$ cat src/rtl/smc_mosfet_calc_if.sv
// Operand/result bundle for the six-device MOSFET calculator.
interface smc_mosfet_calc_if;
  logic [1:0] mode;
  logic [2:0] W_0, W_1, W_2, W_3, W_4, W_5;
  logic [2:0] V_GS_0, V_GS_1, V_GS_2, V_GS_3, V_GS_4, V_GS_5;
  logic [2:0] V_DS_0, V_DS_1, V_DS_2, V_DS_3, V_DS_4, V_DS_5;
  logic [9:0] out_n;
  logic       valid;

  modport master (
    output mode,
    output W_0, W_1, W_2, W_3, W_4, W_5,
    output V_GS_0, V_GS_1, V_GS_2, V_GS_3, V_GS_4, V_GS_5,
    output V_DS_0, V_DS_1, V_DS_2, V_DS_3, V_DS_4, V_DS_5,
    input  out_n,
    input  valid
  );

  modport slave (
    input  mode,
    input  W_0, W_1, W_2, W_3, W_4, W_5,
    input  V_GS_0, V_GS_1, V_GS_2, V_GS_3, V_GS_4, V_GS_5,
    input  V_DS_0, V_DS_1, V_DS_2, V_DS_3, V_DS_4, V_DS_5,
    output out_n,
    output valid
  );
endinterface

$ cat src/rtl/smc_mosfet_calc.sv
// Six-device MOSFET Id/gm calculator: register inputs, pick three largest/smallest, weighted sum.
// Define SMC_ROUND_EN to make every divide-by-3 round to nearest instead of truncating.
module smc_mosfet_calc (
  input logic             clk,
  input logic             reset,
  smc_mosfet_calc_if.slave bus
);

  logic [1:0]      mode_q;
  logic [5:0][2:0] w_q, vgs_q, vds_q;
  logic            s1_ok;
  logic [9:0]      out_q;
  logic            valid_q;

  logic [5:0][8:0] dev_val, srt;
  logic [8:0]      w9, vgs9, vov9, vds9, num, tmp;
  logic [8:0]      n0, n1, n2;
  logic [9:0]      result;

  always_ff @(posedge clk or negedge reset) begin
    if (!reset) begin
      mode_q  <= '0;
      w_q     <= '0;
      vgs_q   <= '0;
      vds_q   <= '0;
      s1_ok   <= 1'b0;
      out_q   <= '0;
      valid_q <= 1'b0;
    end else begin
      mode_q  <= bus.mode;
      w_q     <= {bus.W_5, bus.W_4, bus.W_3, bus.W_2, bus.W_1, bus.W_0};
      vgs_q   <= {bus.V_GS_5, bus.V_GS_4, bus.V_GS_3, bus.V_GS_2, bus.V_GS_1, bus.V_GS_0};
      vds_q   <= {bus.V_DS_5, bus.V_DS_4, bus.V_DS_3, bus.V_DS_2, bus.V_DS_1, bus.V_DS_0};
      s1_ok   <= 1'b1;
      out_q   <= result;
      valid_q <= s1_ok;
    end
  end

  // vov is only used once V_GS > 1, so it is non-negative and can stay unsigned.
  always_comb begin
    dev_val = '0;
    w9      = '0;
    vgs9    = '0;
    vov9    = '0;
    vds9    = '0;
    num     = '0;
    for (int unsigned i = 0; i < 6; i++) begin
      w9   = {6'd0, w_q[i]};
      vgs9 = {6'd0, vgs_q[i]};
      vds9 = {6'd0, vds_q[i]};
      vov9 = vgs9 - 9'd1;
      num  = '0;
      if (vgs9 > 9'd1) begin
        if (vov9 > vds9)
          num = mode_q[0] ? w9 * (((vov9 * vds9) << 1) - vds9 * vds9) : (w9 * vds9) << 1;
        else
          num = mode_q[0] ? w9 * vov9 * vov9 : (w9 * vov9) << 1;
`ifdef SMC_ROUND_EN
        num = num + 9'd1;
`else
        num = num;
`endif
      end
      dev_val[i] = num / 9'd3;
    end
  end

  // Descending bubble network; slots 0..2 are the largest three, 3..5 the smallest.
  always_comb begin
    srt = dev_val;
    tmp = '0;
    for (int unsigned p = 0; p < 5; p++) begin
      for (int unsigned j = 0; j < 5 - p; j++) begin
        if (srt[j] < srt[j+1]) begin
          tmp      = srt[j];
          srt[j]   = srt[j+1];
          srt[j+1] = tmp;
        end
      end
    end
  end

  always_comb begin
    n0 = mode_q[1] ? srt[0] : srt[3];
    n1 = mode_q[1] ? srt[1] : srt[4];
    n2 = mode_q[1] ? srt[2] : srt[5];
    if (mode_q[0])
      result = 10'd3 * {1'b0, n0} + 10'd4 * {1'b0, n1} + 10'd5 * {1'b0, n2};
    else
      result = {1'b0, n0} + {1'b0, n1} + {1'b0, n2};
  end

  assign bus.out_n = out_q;
  assign bus.valid = valid_q;

endmodule

$ cat src/flat_wrapper.sv
// flat-port wrapper written by rule: the top's interface ports become plain ports
module smc_mosfet_calc_flat 
  (clk, reset, bus_mode, bus_W_0, bus_W_1, bus_W_2, bus_W_3, bus_W_4, bus_W_5, bus_V_GS_0, bus_V_GS_1, bus_V_GS_2, bus_V_GS_3, bus_V_GS_4, bus_V_GS_5, bus_V_DS_0, bus_V_DS_1, bus_V_DS_2, bus_V_DS_3, bus_V_DS_4, bus_V_DS_5, bus_out_n, bus_valid);
  smc_mosfet_calc_if bus_i ();
  input logic clk;
  input logic reset;
  input wire logic [$bits(bus_i.mode)-1:0] bus_mode;
  input wire logic [$bits(bus_i.W_0)-1:0] bus_W_0;
  input wire logic [$bits(bus_i.W_1)-1:0] bus_W_1;
  input wire logic [$bits(bus_i.W_2)-1:0] bus_W_2;
  input wire logic [$bits(bus_i.W_3)-1:0] bus_W_3;
  input wire logic [$bits(bus_i.W_4)-1:0] bus_W_4;
  input wire logic [$bits(bus_i.W_5)-1:0] bus_W_5;
  input wire logic [$bits(bus_i.V_GS_0)-1:0] bus_V_GS_0;
  input wire logic [$bits(bus_i.V_GS_1)-1:0] bus_V_GS_1;
  input wire logic [$bits(bus_i.V_GS_2)-1:0] bus_V_GS_2;
  input wire logic [$bits(bus_i.V_GS_3)-1:0] bus_V_GS_3;
  input wire logic [$bits(bus_i.V_GS_4)-1:0] bus_V_GS_4;
  input wire logic [$bits(bus_i.V_GS_5)-1:0] bus_V_GS_5;
  input wire logic [$bits(bus_i.V_DS_0)-1:0] bus_V_DS_0;
  input wire logic [$bits(bus_i.V_DS_1)-1:0] bus_V_DS_1;
  input wire logic [$bits(bus_i.V_DS_2)-1:0] bus_V_DS_2;
  input wire logic [$bits(bus_i.V_DS_3)-1:0] bus_V_DS_3;
  input wire logic [$bits(bus_i.V_DS_4)-1:0] bus_V_DS_4;
  input wire logic [$bits(bus_i.V_DS_5)-1:0] bus_V_DS_5;
  output wire logic [$bits(bus_i.out_n)-1:0] bus_out_n;
  output wire logic [$bits(bus_i.valid)-1:0] bus_valid;
  assign bus_i.mode = bus_mode;
  assign bus_i.W_0 = bus_W_0;
  assign bus_i.W_1 = bus_W_1;
  assign bus_i.W_2 = bus_W_2;
  assign bus_i.W_3 = bus_W_3;
  assign bus_i.W_4 = bus_W_4;
  assign bus_i.W_5 = bus_W_5;
  assign bus_i.V_GS_0 = bus_V_GS_0;
  assign bus_i.V_GS_1 = bus_V_GS_1;
  assign bus_i.V_GS_2 = bus_V_GS_2;
  assign bus_i.V_GS_3 = bus_V_GS_3;
  assign bus_i.V_GS_4 = bus_V_GS_4;
  assign bus_i.V_GS_5 = bus_V_GS_5;
  assign bus_i.V_DS_0 = bus_V_DS_0;
  assign bus_i.V_DS_1 = bus_V_DS_1;
  assign bus_i.V_DS_2 = bus_V_DS_2;
  assign bus_i.V_DS_3 = bus_V_DS_3;
  assign bus_i.V_DS_4 = bus_V_DS_4;
  assign bus_i.V_DS_5 = bus_V_DS_5;
  assign bus_out_n = bus_i.out_n;
  assign bus_valid = bus_i.valid;
  smc_mosfet_calc u_core (.clk(clk), .reset(reset), .bus(bus_i));
endmodule
$ cat config.mk
export PLATFORM = sky130hd
export DESIGN_NAME = smc_mosfet_calc_flat
export DESIGN_NICKNAME = d
export VERILOG_FILES = /design/src/rtl/smc_mosfet_calc_if.sv /design/src/rtl/smc_mosfet_calc.sv /design/src/flat_wrapper.sv
export SDC_FILE = /design/constraint.sdc
export NUM_CORES = 1
export LEC_CHECK = 0
export CAP_MARGIN = 40
export CELL_PAD_IN_SITES_DETAIL_PLACEMENT = 1
export CELL_PAD_IN_SITES_GLOBAL_PLACEMENT = 2
export CORE_ASPECT_RATIO = 2
export CORE_UTILIZATION = 28
export DETAILED_ROUTE_END_ITERATION = 12
export PLACE_DENSITY = 0.65
export SETUP_SLACK_MARGIN = 0.3
export SYNTH_ARGS = -nofsm -noshare
export SYNTH_HDL_FRONTEND = slang
export SYNTH_SLANG_ARGS = --single-unit
$ cat constraint.sdc
create_clock -name clk -period 44.6 [get_ports clk]
set_clock_uncertainty 0.2 [all_clocks]
set_input_delay 11.15 -clock clk [delete_from_list [all_inputs] [get_ports clk]]
set_output_delay 11.15 -clock clk [all_outputs]
set_load 0.03 [all_outputs]
==> results.py, run 1 <==
metrics = {
    "sta": {
        "setup_tns_ps": 0,
        "hold_viol": 0,
        "fin_crit_sh_pct": 77.2,
        "finalSetupViolCount": 0,
        "slew_headroom_pct": 33.2,
        "worstMarginPinSlew_ps": 1000,
        "final.min_clock_period_ps": 34420,
        "drv_slew": 0,
        "rsz0062_at_grt": "no",
        "timing.fmax_mhz": 29.1,
    },
    "logic_synthesis": {
        "yosysSeqAreaShare_pct": 4.88,
        "syn-instance-count": 4686,
        "synth.distinct_cells": 122,
        "syn_avg_cell_area_sq_um": 7.44,
        "async_flop_share_pct": 100,
        "synthTopCellsByArea": "ha_1, fa_1, inv_1",
        "synth_top_area_share_pct": 17.7,
        "synth_fp_nets": 5489,
        "ys_warn_count": 0,
        "synth-seq-cells": 68,
        "syn-cell-area_sq_mm": 0.0348,
        "synth_edf_count": 0,
        "ys.flop_type": "dfrtp_1",
        "synth_top_area_cell": "ha_1",
    },
    "cells_and_area": {
        "area_growth_pct": 8.19,
        "nFillCells": 15035,
        "design_area_sq_mm": 0.0377,
        "final_common_cell": "inv_1",
        "layout_common_cells": "inv_1, nand2_1, ha_1",
        "drive_gt1_share_pct": 4.65,
        "fin_nets": 5462,
    },
    "die": {
        "io_pins": 69,
        "die_x_um": 251,
        "rows": 182,
        "core-area_sq_mm": 0.123,
        "die_area_sq_mm": 0.126,
        "dieHeight_um": 501,
        "initial_core_util_pct": 28.3,
    },
    "cts": {
        "cts_resized": 0,
        "cts_tree": "built",
        "clkSinkCount": 68,
        "cts_made_buffers": 9,
        "hold_buffers": 0,
        "cts_root_buf": "clkbuf_16",
        "cts_setup_buffers": 0,
        "clk_latency_ps": 440,
        "h-tree-depth": 3,
        "clk_pin_slew_worst_paths_ps": 70,
        "cts_buffer_depth": 2,
    },
    "detailed_routing": {
        "via_per_inst": 5.20,
        "drc_errors": 0,
        "drt-total-wl_um": 122000,
        "wire_per_inst_um": 19.3,
        "drtIter0Drc": 853,
        "dr.pass1.iters": 4,
        "ant_nets": 0,
        "routed-via-count": 32882,
    },
    "critical_path": {
        "endpoint_kind": "flip-flop",
        "crit_top_cell": "a21oi_1",
        "max_stage_delay_ps": 810,
        "crit_required_ps": 44700,
        "crit_fanout": 25,
        "crit_family": "compound AO/OA/AOI/OAI gates",
        "crit_type": "reg -> reg",
        "crit_arrival_ps": 34520,
        "worst_path_max_delay_cell": "a221oi_2",
        "critPathLaunchType": "flip-flop",
        "critPathBufInv": 15,
    },
    "placement": {
        "dpl_cell_area_sq_mm": 0.0374,
        "io_buffers": 68,
        "finalWeightedCongestion": 0.840,
        "hpwlAfterDp_um": 105000,
    },
    "global_route": {
        "grt_max_degree": 52,
        "grt.overflow.total": 0,
        "grt_pass1_wl_um": 195000,
        "grtUsageTotal_pct": 19.6,
        "antenna_found_initial": 2,
        "grt_pass1_vias": 36426,
    },
    "job": {
        "maxCapViolCount": 0,
    },
    "outcome": {
        "status": "completed",
    },
    "worst_hold_path": {
        "min_path_type": "reg -> reg",
    },
}
[logic make-up after synthesis]
logic type      synth area share [%]
simple gates                    20.5
compound gates                  22.0
buf+inv                         9.01
fa+ha+maj                       32.4
xor+xnor                        5.86
mux                             5.31
flops                           4.88
other cells                   0.0108
[through the flow]
step,instances,setup WS (ps),hold slack [ps],util [%]
3_3_place_gp,6291,9750,133,30.2
4_1_cts,6320,9920,155,30.6
6_report,6321,10180,151,30.6
3_5_place_dp,6304,10000,137,30.3
2_1_floorplan,4686,14350,131,-
5_1_grt,6321,6980,165,30.6
[synthesized netlist by cell type, types with 68 or more instances]
cell,n
inv_1,646
nand2_1,579
ha_1,494
nor2_1,392
a21oi_1,285
fa_1,251
o21ai_0,180
xnor2_1,172
mux2i_1,128
clkbuf_1,113
a21o_1,108
nand3_1,87
nor3_1,79
and2_1,76
dfrtp_1,68
[area by class of cell]
class                   count  area, sq um  share of cell area (%)
clock buffers              10          239                   0.634
flip-flops and latches     68         1710                    4.52
multi-input cells        3803        30000                    79.6
inverters                 652         2450                    6.49
clock inverters             6         95.1                   0.252
well taps                1656         2070                    5.50
repair buffers            125         1120                    2.96
diodes                      1         2.50                 0.00664
[layer usage]
metal | up-vias | share of wire [%] | track usage (%)
met5 | - | 0 | 0
met4 | 0 | 3.6 | 7.39
met3 | 149 | 0.90 | 1.24
met2 | 242 | 61 | 43.8
met1 | 16425 | 34 | 17.4
li1 | 16066 | - | -
[sequential cells by signal, summed over array words and instances (netlist names)]
name	count
u_core.bus.out_n	10
u_core.bus.valid	1
u_core.mode_q	2
u_core.s1_ok	1
u_core.vds9	3
u_core.vds_q	15
u_core.vgs9	3
u_core.vgs_q	15
u_core.w9	3
u_core.w_q	15
[worst paths after layout]
path | from | end | slack (ps) | cells after the start
min reg2reg | u_core.s1_ok | u_core.bus.valid | 150 | 0
min | u_core.s1_ok | u_core.bus.valid | 150 | 0
max reg2reg | u_core.vgs_q[0] | u_core.bus.out_n[9] | 10180 | 139
min in group asynchronous | reset | u_core.bus.out_n[9] | 10470 | 1
max in group asynchronous | reset | u_core.mode_q[0] | 32650 | 2
max | u_core.vgs_q[0] | u_core.bus.out_n[9] | 10180 | 139
Power of run 1 is not shown: default switching activity piles up to over one toggle a cycle in this logic, so the estimate is an artifact.
==> run 2, diff against run 1 <==
--- a/config.mk
+++ b/config.mk
@@ -11,7 +11,7 @@
 export CORE_ASPECT_RATIO = 2
 export CORE_UTILIZATION = 28
 export DETAILED_ROUTE_END_ITERATION = 12
-export PLACE_DENSITY = 0.65
+export PLACE_DENSITY = 0.68
 export SETUP_SLACK_MARGIN = 0.3
 export SYNTH_ARGS = -nofsm -noshare
 export SYNTH_HDL_FRONTEND = slang
==> constraint.sdc (replaced) <==
create_clock -name clk -period 28.9 [get_ports clk]
set_clock_uncertainty 0.2 [all_clocks]
set_input_delay 7.225 -clock clk [delete_from_list [all_inputs] [get_ports clk]]
set_output_delay 7.225 -clock clk [all_outputs]
set_load 0.03 [all_outputs]
==> results.py, run 2 (synthesis gave the netlist of run 1 again) <==
metrics = {
    "global_route": {
        "antenna_found_initial": 1,
        "grt_pass1_vias": 37338,
        "grt.overflow.total": 0,
        "grtUsageTotal_pct": 19.7,
        "grt_max_degree": 47,
        "grt_pass1_wl_um": 197000,
    },
    "critical_path": {
        "rrSetupSlack_ps": 1320,
        "crit_fanout": 14,
        "crit_type": "reg -> reg",
        "crit_arrival_ps": 27680,
        "reg2reg_from": "u_core.vgs_q[4]",
        "max_stage_delay_ps": 560,
        "endpoint_kind": "flip-flop",
        "critPathLaunchType": "flip-flop",
        "rr_worst_depth": 130,
        "worst_path_max_delay_cell": "fa_2",
        "crit_required_ps": 29000,
        "r2r_end": "u_core.bus.out_n[9]",
    },
    "cts": {
        "h-tree-depth": 3,
        "cts_tree": "built",
        "hold_buffers": 0,
        "clk_latency_ps": 450,
        "clk_pin_slew_worst_paths_ps": 70,
        "cts_made_buffers": 9,
        "cts_root_buf": "clkbuf_16",
        "cts_buffer_depth": 2,
        "clkSinkCount": 68,
    },
    "sta": {
        "finalSetupViolCount": 0,
        "drv_slew": 0,
        "rsz0062_at_grt": "no",
        "slew_headroom_pct": 37.7,
        "hold_viol": 0,
        "timing.fmax_mhz": 36.3,
        "layout_setup_ws_ps": 1320,
        "fin_crit_sh_pct": 95.4,
        "final.min_clock_period_ps": 27580,
        "worstMarginPinSlew_ps": 934,
    },
    "cells_and_area": {
        "fin_nets": 5710,
        "drive_gt1_share_pct": 13.7,
        "reg.largest.list": "u_core.vds_q: 15 flops, u_core.vgs_q: 15 flops, u_core.w_q: 15 flops",
        "final_common_cell": "inv_1",
        "layout_common_cells": "inv_1, nand2_1, ha_1",
        "area_growth_pct": 17.7,
        "fin_util_pct": 33.3,
    },
    "placement": {
        "hpwlAfterDp_um": 105000,
        "place_ws_ps": -736,
        "io_buffers": 68,
        "finalWeightedCongestion": 0.860,
    },
    "die": {
        "initial_core_util_pct": 28.3,
        "rows": 182,
        "core-area_sq_mm": 0.123,
        "io_pins": 69,
        "die_x_um": 251,
        "dieHeight_um": 501,
        "die_area_sq_mm": 0.126,
    },
    "worst_hold_path": {
        "min_path_type": "reg -> reg",
        "whs_endpoint": "u_core.bus.valid",
        "hold_depth": 0,
        "min_from": "u_core.s1_ok",
    },
    "detailed_routing": {
        "dr.pass1.iters": 5,
        "drc_errors": 0,
        "drtIter0Drc": 970,
        "ant_nets": 0,
        "routed-via-count": 34128,
        "via_per_inst": 5.20,
        "drt-total-wl_um": 125000,
        "wire_per_inst_um": 19.0,
    },
    "outcome": {
        "status": "completed",
    },
    "job": {
        "maxCapViolCount": 0,
    },
}
-- run 2: cell count changes in the layout (fill, tap and decap cells not counted), sizes merged --
cell and delta:
clkbuf +5, inv -4, buf +245, bufinv -1
a31oi +1, clkinvlp +4, clkinv -3
-- run 2: cell type report --
type	instances	area, sq um
well taps	1656	2070
clock inverters	2	35.0
repair buffers	372	3100
fillers	14955	82200
flip-flops and latches	68	1710
inverters	652	2460
clock buffers	13	260
diodes	1	2.50
multi-input cells	3804	31400
-- run 2: worst max-delay path by stage --
stage	from	end	slack [ps]
6_report	u_core.vgs_q[4]	u_core.bus.out_n[9]	1320
5_1_grt	u_core.vgs_q[0]	u_core.bus.out_n[9]	60
4_1_cts	u_core.vgs_q[0]	u_core.bus.out_n[8]	320
3_5_place_dp	u_core.vgs_q[4]	u_core.bus.out_n[8]	-740
3_3_place_gp	u_core.vgs_q[3]	u_core.bus.out_n[9]	-290
2_1_floorplan	u_core.vgs_q[0]	u_core.bus.out_n[9]	320
-- run 2: critical path, delay by kind of cell, from the launching register on --
kind / cells / cell delay (ps)
mux: 11 / 3150
simple gates: 16 / 2810
compound gates: 48 / 8550
fa+ha+maj: 29 / 9360
flops: 1 / 430
xor+xnor: 5 / 960
buf+inv: 21 / 1940
-- run 2: repair_timing --
action / in CTS / in global routing
cloned: 0 / 6
pin swaps: 19 / 84
resized for setup: 68 / 247
endpoints found under the setup margin: 8 / 9
setup buffers: 17 / 76
-- run 2: per-stage QoR --
step / setup TNS (ps) / hold slack [ps] / std cells / cell area, sq um
3_5_place_dp: -2820 / 136 / 6453 / 38500
4_1_cts: 0 / 162 / 6485 / 39200
2_1_floorplan: 0 / 131 / 4686 / 34900
3_3_place_gp: -726 / 145 / 6443 / 38500
6_report: 0 / 159 / 6568 / 41000
5_1_grt: 0 / 167 / 6568 / 41000
-- run 2: routing by layer --
metal	share of wire, %	global-route usage (%)	up-vias	routed length, um
met5	0	0	-	0
met4	4.2	8.50	0	5280
met3	1.1	1.27	193	1390
met2	61	43.5	300	76200
met1	34	17.4	17060	42000
li1	-	-	16575	-
Power of run 2 is left out for the same reason.
